### config.mk
export PLATFORM = sky130hd
export DESIGN_NAME = regfile_sb
export DESIGN_NICKNAME = d
export VERILOG_FILES = /design/src/rtl/regfile_pkg.sv /design/src/rtl/regfile_pend_ctr.sv /design/src/rtl/regfile_sb.sv
export SDC_FILE = /design/constraint.sdc
export NUM_CORES = 2
export LEC_CHECK = 0
export CELL_PAD_IN_SITES_DETAIL_PLACEMENT = 2
export CELL_PAD_IN_SITES_GLOBAL_PLACEMENT = 2
export CORE_MARGIN = 5
export CORE_UTILIZATION = 28
export CTS_BUF_LIST = sky130_fd_sc_hd__clkbuf_4
export DETAILED_ROUTE_END_ITERATION = 10
export DONT_BUFFER_PORTS = 1
export HOLD_SLACK_MARGIN = 0.12
export PLACE_DENSITY = 0.6
export SLEW_MARGIN = 20
export SYNTH_ARGS = -nofsm -noshare
export SYNTH_HDL_FRONTEND = slang
export SYNTH_SLANG_ARGS = --single-unit
### constraint.sdc
create_clock -name clk -period 11.58 [get_ports clk]
set_input_delay 3.474 -clock clk [delete_from_list [all_inputs] [get_ports clk]]
set_output_delay 3.474 -clock clk [all_outputs]
set_load 0.01 [all_outputs]
### src/rtl/regfile_pkg.sv
// Shared widths, architectural register indices and data types for the
// scoreboarded register file.
package regfile_pkg;
   localparam int unsigned DATA_W = 32;
   localparam int unsigned ADDR_W = 5;
   localparam int unsigned PEND_W = 2;
   localparam int unsigned NREAD  = 2;

   localparam int unsigned REG_ZERO = 0;
   localparam int unsigned REG_V0   = 2;
   localparam int unsigned REG_A0   = 4;

   typedef logic [ADDR_W-1:0] reg_idx_t;
   typedef logic [DATA_W-1:0] reg_data_t;
endpackage

### src/rtl/regfile_pend_ctr.sv
// Saturating pending-write counter for one architectural register.
module regfile_pend_ctr #(
   parameter int unsigned PEND_W = 2
) (
   input  logic              clk,
   input  logic              rst,
   input  logic              inc,
   input  logic              dec,
   input  logic              clr,
   output logic [PEND_W-1:0] cnt,
   output logic              nonzero,
   output logic              full
);
   localparam logic [PEND_W-1:0] CNT_MAX = '1;

   // inc and dec together cancel: a write retires while a new writer issues
   always_ff @(posedge clk) begin
      if (rst || clr) begin
         cnt <= '0;
      end else if (inc && !dec && cnt != CNT_MAX) begin
         cnt <= cnt + PEND_W'(1);
      end else if (dec && !inc && cnt != '0) begin
         cnt <= cnt - PEND_W'(1);
      end
   end

   assign nonzero = (cnt != '0);
   assign full    = (cnt == CNT_MAX);
endmodule

### src/rtl/regfile_sb.sv
// Register file with NREAD bypassed read ports, one write port and a
// per-register pending-write scoreboard for decode-stage RAW detection.
module regfile_sb
   import regfile_pkg::*;
#(
   parameter int unsigned DATA_W = regfile_pkg::DATA_W,
   parameter int unsigned ADDR_W = regfile_pkg::ADDR_W,
   parameter int unsigned NREAD  = regfile_pkg::NREAD,
   parameter int unsigned PEND_W = regfile_pkg::PEND_W
) (
   input  logic                           clk,
   input  logic                           rst,
   input  logic [NREAD-1:0][ADDR_W-1:0]   rd_num,
   output logic [NREAD-1:0][DATA_W-1:0]   rd_data,
   output logic [NREAD-1:0]               rd_busy,
   input  logic                           wr_en,
   input  logic [ADDR_W-1:0]              wr_num,
   input  logic [DATA_W-1:0]              wr_data,
   input  logic                           rsv_en,
   input  logic [ADDR_W-1:0]              rsv_num,
   output logic                           rsv_ready,
   input  logic                           flush,
   output logic [DATA_W-1:0]              dbg_v0,
   output logic [DATA_W-1:0]              dbg_a0
);
   localparam int unsigned DEPTH = 2**ADDR_W;

   logic [DATA_W-1:0] mem     [DEPTH];
   logic [PEND_W-1:0] cnt     [DEPTH];
   logic              nonzero [DEPTH];
   logic              full    [DEPTH];
   logic [DEPTH-1:1]  inc;
   logic [DEPTH-1:1]  dec;
   logic              wr_live;
   logic              rsv_dec;

   assign wr_live = wr_en && (wr_num != '0);

   // Storage; r0 is never written so it always reads zero
   always_ff @(posedge clk) begin
      if (rst) begin
         for (int r = 0; r < int'(DEPTH); r++) mem[r] <= '0;
      end else if (wr_live) begin
         mem[wr_num] <= wr_data;
      end
   end

   assign cnt[0]     = '0;
   assign nonzero[0] = 1'b0;
   assign full[0]    = 1'b0;

   for (genvar r = 1; r < int'(DEPTH); r++) begin : g_ctr
      regfile_pend_ctr #(.PEND_W(PEND_W)) u_ctr (
         .clk     (clk),
         .rst     (rst),
         .inc     (inc[r]),
         .dec     (dec[r]),
         .clr     (flush),
         .cnt     (cnt[r]),
         .nonzero (nonzero[r]),
         .full    (full[r])
      );
   end

   // A write to a full register frees the slot the reservation needs
   assign rsv_dec   = wr_live && (wr_num == rsv_num) && nonzero[rsv_num];
   assign rsv_ready = rsv_en && ((rsv_num == '0) || !full[rsv_num] || rsv_dec);

   always_comb begin
      inc = '0;
      dec = '0;
      for (int r = 1; r < int'(DEPTH); r++) begin
         dec[r] = wr_live && (wr_num == ADDR_W'(r)) && nonzero[r];
         inc[r] = rsv_ready && (rsv_num == ADDR_W'(r));
      end
   end

   // Read ports: same-cycle bypass and busy net of a retiring write
   always_comb begin
      rd_data = '0;
      rd_busy = '0;
      for (int i = 0; i < int'(NREAD); i++) begin
         logic              hit;
         logic [PEND_W-1:0] left;
         hit        = wr_live && (wr_num == rd_num[i]);
         rd_data[i] = hit ? wr_data : mem[rd_num[i]];
         left       = cnt[rd_num[i]] - PEND_W'(hit && nonzero[rd_num[i]]);
         rd_busy[i] = (rd_num[i] != '0) && (left != '0);
      end
   end

   assign dbg_v0 = mem[ADDR_W'(REG_V0)];
   assign dbg_a0 = mem[ADDR_W'(REG_A0)];
endmodule

* Word level (Yosys, flattened, before mapping)
Memories as Yosys holds them, arrays and structs flattened.
Index checks and enable logic that the tools add are counted.
** Storage, ports and cells
- Register bits after elaboration :: 62
- Bits in latches :: 0
- Memory bits (writable) :: 1024
- ROM bits :: 0
- Output and inout bits :: 131
- Memories :: 1
** Cells by class
- Add/sub/neg operators :: 64
- Multipliers :: 0
- Div/mod/pow operators :: 0
- $lt $le $gt $ge :: 3
- Eq/ne operators :: 127
- Shift-type cells :: 0
- Muxes and demuxes :: 90
- Bitwise gates (word level) :: 3
- Reductions and logical operators :: 362
** Memories
- mem :: depth 32, width 32, rd ports 4, clocked after Yosys merged registers in 0, write ports 32, line regfile_sb.sv:28 : logic [DATA_W-1:0] mem [DEPTH];
** Operators by type and width (number)
- $logic_and 1x1->1 :: 227
- $eq 5x5->1 const B :: 32
- $mux 2 :: 66
- $reduce_bool 2->1 :: 64
- $mux 32 :: 3
- $eq 5x4->1 const B :: 16
- $logic_not 1->1 :: 63
- $add 2x1->2 const B :: 31
- $eq 2x2->1 const B :: 31
- $ne 2x2->1 const B :: 31
- $sub 2x1->2 const B :: 31
- $eq 5x3->1 const B :: 8
- $reduce_or 32->1 :: 1
- $bmux 1 s5 :: 4
- $bmux 2 s5 :: 2
- $eq 5x2->1 const B :: 4
- $ge 6x6->1 const B :: 3
- $not 5->6 :: 3
- $eq 5x5->1 :: 3
- $reduce_bool 5->1 :: 3
- $mux 1 :: 14
- $eq 5x1->1 const B :: 2
- $logic_not 5->1 :: 1
- $mux 5 :: 1
- 2 further kinds :: 5

* Longest topological paths before layout
- Word-level depth :: 14
- Mapped depth :: 14
- Gate-level depth less buffers :: 9

* By module
Synthesis repeated with hierarchy kept, for this count alone.
** Unflattened totals
- Cells, all modules :: 4052
- Area, all modules :: 61328.8 um2
** Modules (own cells, without submodules)
- regfile_sb :: times used 1, cells each 3618, area each 57450.1 um2, seq. area each 30749.5 um2
- regfile_pend_ctr :: times used 31, cells each 14, area each 125.1 um2, seq. area each 40.0 um2

* Worst setup path after synthesis
No wires, ideal clock.
- Path kind :: input port to output port
- From :: input port rd_num[0] (netlist bit)
- To :: output port rd_data[23] (netlist bit)
- Arrival :: 5.852 ns
- Slack :: 2.254 ns
- Stages :: 7
- Path buffers :: 3
- Path through :: clkbuf_1 > buf_2 > buf_1 > mux4_2 > mux4_2 > mux2i_1 > o21ai_0
** RTL lines
- start, declared :: line regfile_sb.sv:13 : input logic [NREAD-1:0][ADDR_W-1:0] rd_num,
- end, declared :: line regfile_sb.sv:14 : output logic [NREAD-1:0][DATA_W-1:0] rd_data,

==> impl_metrics.env <==
export IMPL_cp_max_fo=279
export IMPL_hpwl_um=138000
export IMPL_synth_seq_cells=1086
export IMPL_slew_violations=0
export IMPL_ys_flop_type="edfxtp_1"
export IMPL_cp_start_kind="input pin"
export IMPL_initial_utilization_pct=28.2
export IMPL_crit_type="in -> out"
export IMPL_seq_area_frac_synth_pct=52.2
export IMPL_clk_latency_ns=1.25
export IMPL_syn_to_final_growth_pct=10.6
export IMPL_numClockSinks=1086
export IMPL_cts_resized_gates=0
export IMPL_die_y_um=478
export IMPL_gr_total_overflow=0
export IMPL_core_um2=218000
export IMPL_syn_area_per_cell_um2=14.5
export IMPL_arrival_ns=6.65
export IMPL_drcViolationCount=0
export IMPL_setup_viol=0
export IMPL_clockBufferDepth=4
export IMPL_routed_via_count=40590
export IMPL_syn_area_um2=61300
export IMPL_wl_met1_um=102000
export IMPL_wl_per_cell_um=34.6
export IMPL_min_period_ns=10.12
export IMPL_synthArstFlopShare_pct=0
export IMPL_end_kind="primary output"
export IMPL_ys_warn_count=0
export IMPL_worstPathRequired_ns=8.11
export IMPL_cts_setup_buffers=0
export IMPL_leakage_nw=22.3
export IMPL_wl_met3_um=17100
export IMPL_grt_max_degree=280
export IMPL_ys_types=80
export IMPL_tightest_slew_ns=1.32
export IMPL_antenna_left=0
export IMPL_h_tree_depth=5
export IMPL_hold_class="reg -> reg"
export IMPL_path_clk_slew_ns=0.06
export IMPL_vias_per_cell=5.58
export IMPL_totalPowerFinal_mw=9.25
export IMPL_layout_drive_gt1_share_pct=30.9
export IMPL_tns_ns=0
export IMPL_worst_path_max_delay_cell="a211oi_1"
export IMPL_synthCells=4222
export IMPL_outcome="completed"
export IMPL_fin_skew_ns=0.122
export IMPL_synth_edff_count=1024
export IMPL_cts_root_buf="clkbuf_4"
export IMPL_dieArea_um2=228000
export IMPL_antenna_found_initial=28
export IMPL_grt_pass1_vias=43557
export IMPL_cts_tree="done"
export IMPL_place_congestion=0.795
export IMPL_finalHoldViolCount=0
export IMPL_cts_buffers=324
export IMPL_powerDensity_nw_per_um2=136
export IMPL_io_pins=188
export IMPL_nets=4259
export IMPL_rsz0062_at_grt="false"
export IMPL_track_usage_pct=21.6
export IMPL_relSlewSlack_pct=12.3
export IMPL_ir_drop_mv=0.0968
export IMPL_firstDrtPassIters=5
export IMPL_numPortBuffers=0
export IMPL_fin_hold_ws_ns=0.569
export IMPL_grt_pass1_wl_um=349000
export IMPL_max_freq_mhz=98.8
export IMPL_fin_crit_sh_pct=87.4
export IMPL_met2_length_um=123000
export IMPL_rows=171
export IMPL_drtIter0Drc=4140
export IMPL_crit_chain="mux4_2 > mux2_2 > a22oi_1 > o21ai_0 > a211oi_1 > a21oi_1"
export IMPL_dr_max_layer_used="met4"
export IMPL_dieWidth_um=478
export IMPL_holdBufCountCts=0
export IMPL_slowest_delay_ns=0.89
export IMPL_cap_violations=0
export IMPL_routed_wl_um=251000
-- report_power, final --
group | internal (mW) | leakage (nW) | switching (mW) | total (mW)
registers | 4.50 | 10.3 | 0.127 | 4.63
clock network | 1.82 | 2.21 | 1.79 | 3.61
logic | 0.488 | 9.80 | 0.520 | 1.01
-- Yosys cell counts, drive strengths merged (16+ instances only) --
cell type	instances	area, µm²
edfxtp	1024	30700
nor3	36	180
o21ai	112	561
mux4	676	15200
buf	101	484
nor2b	16	100
nand2b	30	188
a22oi	31	243
mux2	30	349
inv	22	82.6
a21oi	90	465
dfxtp	62	1240
nand2	206	781
and2	1001	6260
or2	17	106
nand4	27	175
nor2	109	422
mux2i	56	561
nand3	27	140
a211oi	23	200
clkbuf	357	1350
o22ai	21	131
a21o	20	150
-- cells by family (layout without fill, tap and decap cells) --
group | after synthesis | count (layout) | synth area share (%)
AND/OR/NAND/NOR | 1510 | 1510 | 14.2
XOR/XNOR | 19 | 19 | 0.271
flip-flops | 1086 | 1086 | 52.2
other | 1 | 61 | 0.00612
AO/OA/AOI/OAI | 364 | 364 | 3.87
buffers and inverters | 480 | 614 | 3.12
multiplexers | 762 | 762 | 26.3
-- worst max-delay path, delay by kind of cell --
family | cells | cell delay (ns)
AO/OA/AOI/OAI | 4 | 1.52
multiplexers | 2 | 1.12
-- per-stage QoR --
stage / cells / setup WS (ns) / cell area [µm²] / utilization (%)
after floorplan: 4253 / 2.25 / 61400 / -
after global placement: 6730 / 1.93 / 64100 / 29.4
after detailed placement: 6730 / 1.86 / 64100 / 29.4
after CTS: 7241 / 1.86 / 67700 / 31.1
after global routing: 7255 / 1.62 / 67800 / 31.2
final: 7270 / 1.46 / 67800 / 31.2
-- sequential cells by signal, summed over array words and instances (netlist names) --
signal and count:
g_ctr.u_ctr.cnt 62, mem 1024
-- per-layer routing --
metal	track usage (%)	vias up
met1	28.1	22091
met5	0	-
met3	3.74	419
met2	36.2	1744
met4	7.58	0
li1	-	16336
-- area by class of cell --
class	count	area, µm²
antenna	29	72.6
sequential	1086	32000
inverter	22	82.6
timing repair buffer	81	608
tap	2854	3570
fill	22417	150000
clock buffer	452	3390
multi-input combinational	2687	27800
clock inverter	59	277
-- layout by cell type (no fill, tap or decap), types with 32 or more instances in the layout --
cell,count
edfxtp_1,1024
mux4_2,676
a21oi_1,88
buf_4,81
dfxtp_1,62
nand2_1,205
o21ai_0,111
mux2i_1,56
and2_1,1000
clkinv_1,51
conb_1,32
clkbuf_4,452
nor2_1,79
-- path summary, 6_finish.rpt --
path | startpoint | endpoint | slack (ns) | depth (start not counted)
max reg2reg | g_ctr[6].u_ctr.cnt[0] | g_ctr[21].u_ctr.cnt[0] | 7.96 | 11
min reg2reg | g_ctr[17].u_ctr.cnt[0] | g_ctr[17].u_ctr.cnt[1] | 0.57 | 2
min | g_ctr[17].u_ctr.cnt[0] | g_ctr[17].u_ctr.cnt[1] | 0.57 | 2
max | rd_num[5] | rd_data[47] | 1.46 | 6
Power figures use the tool's default switching activity.
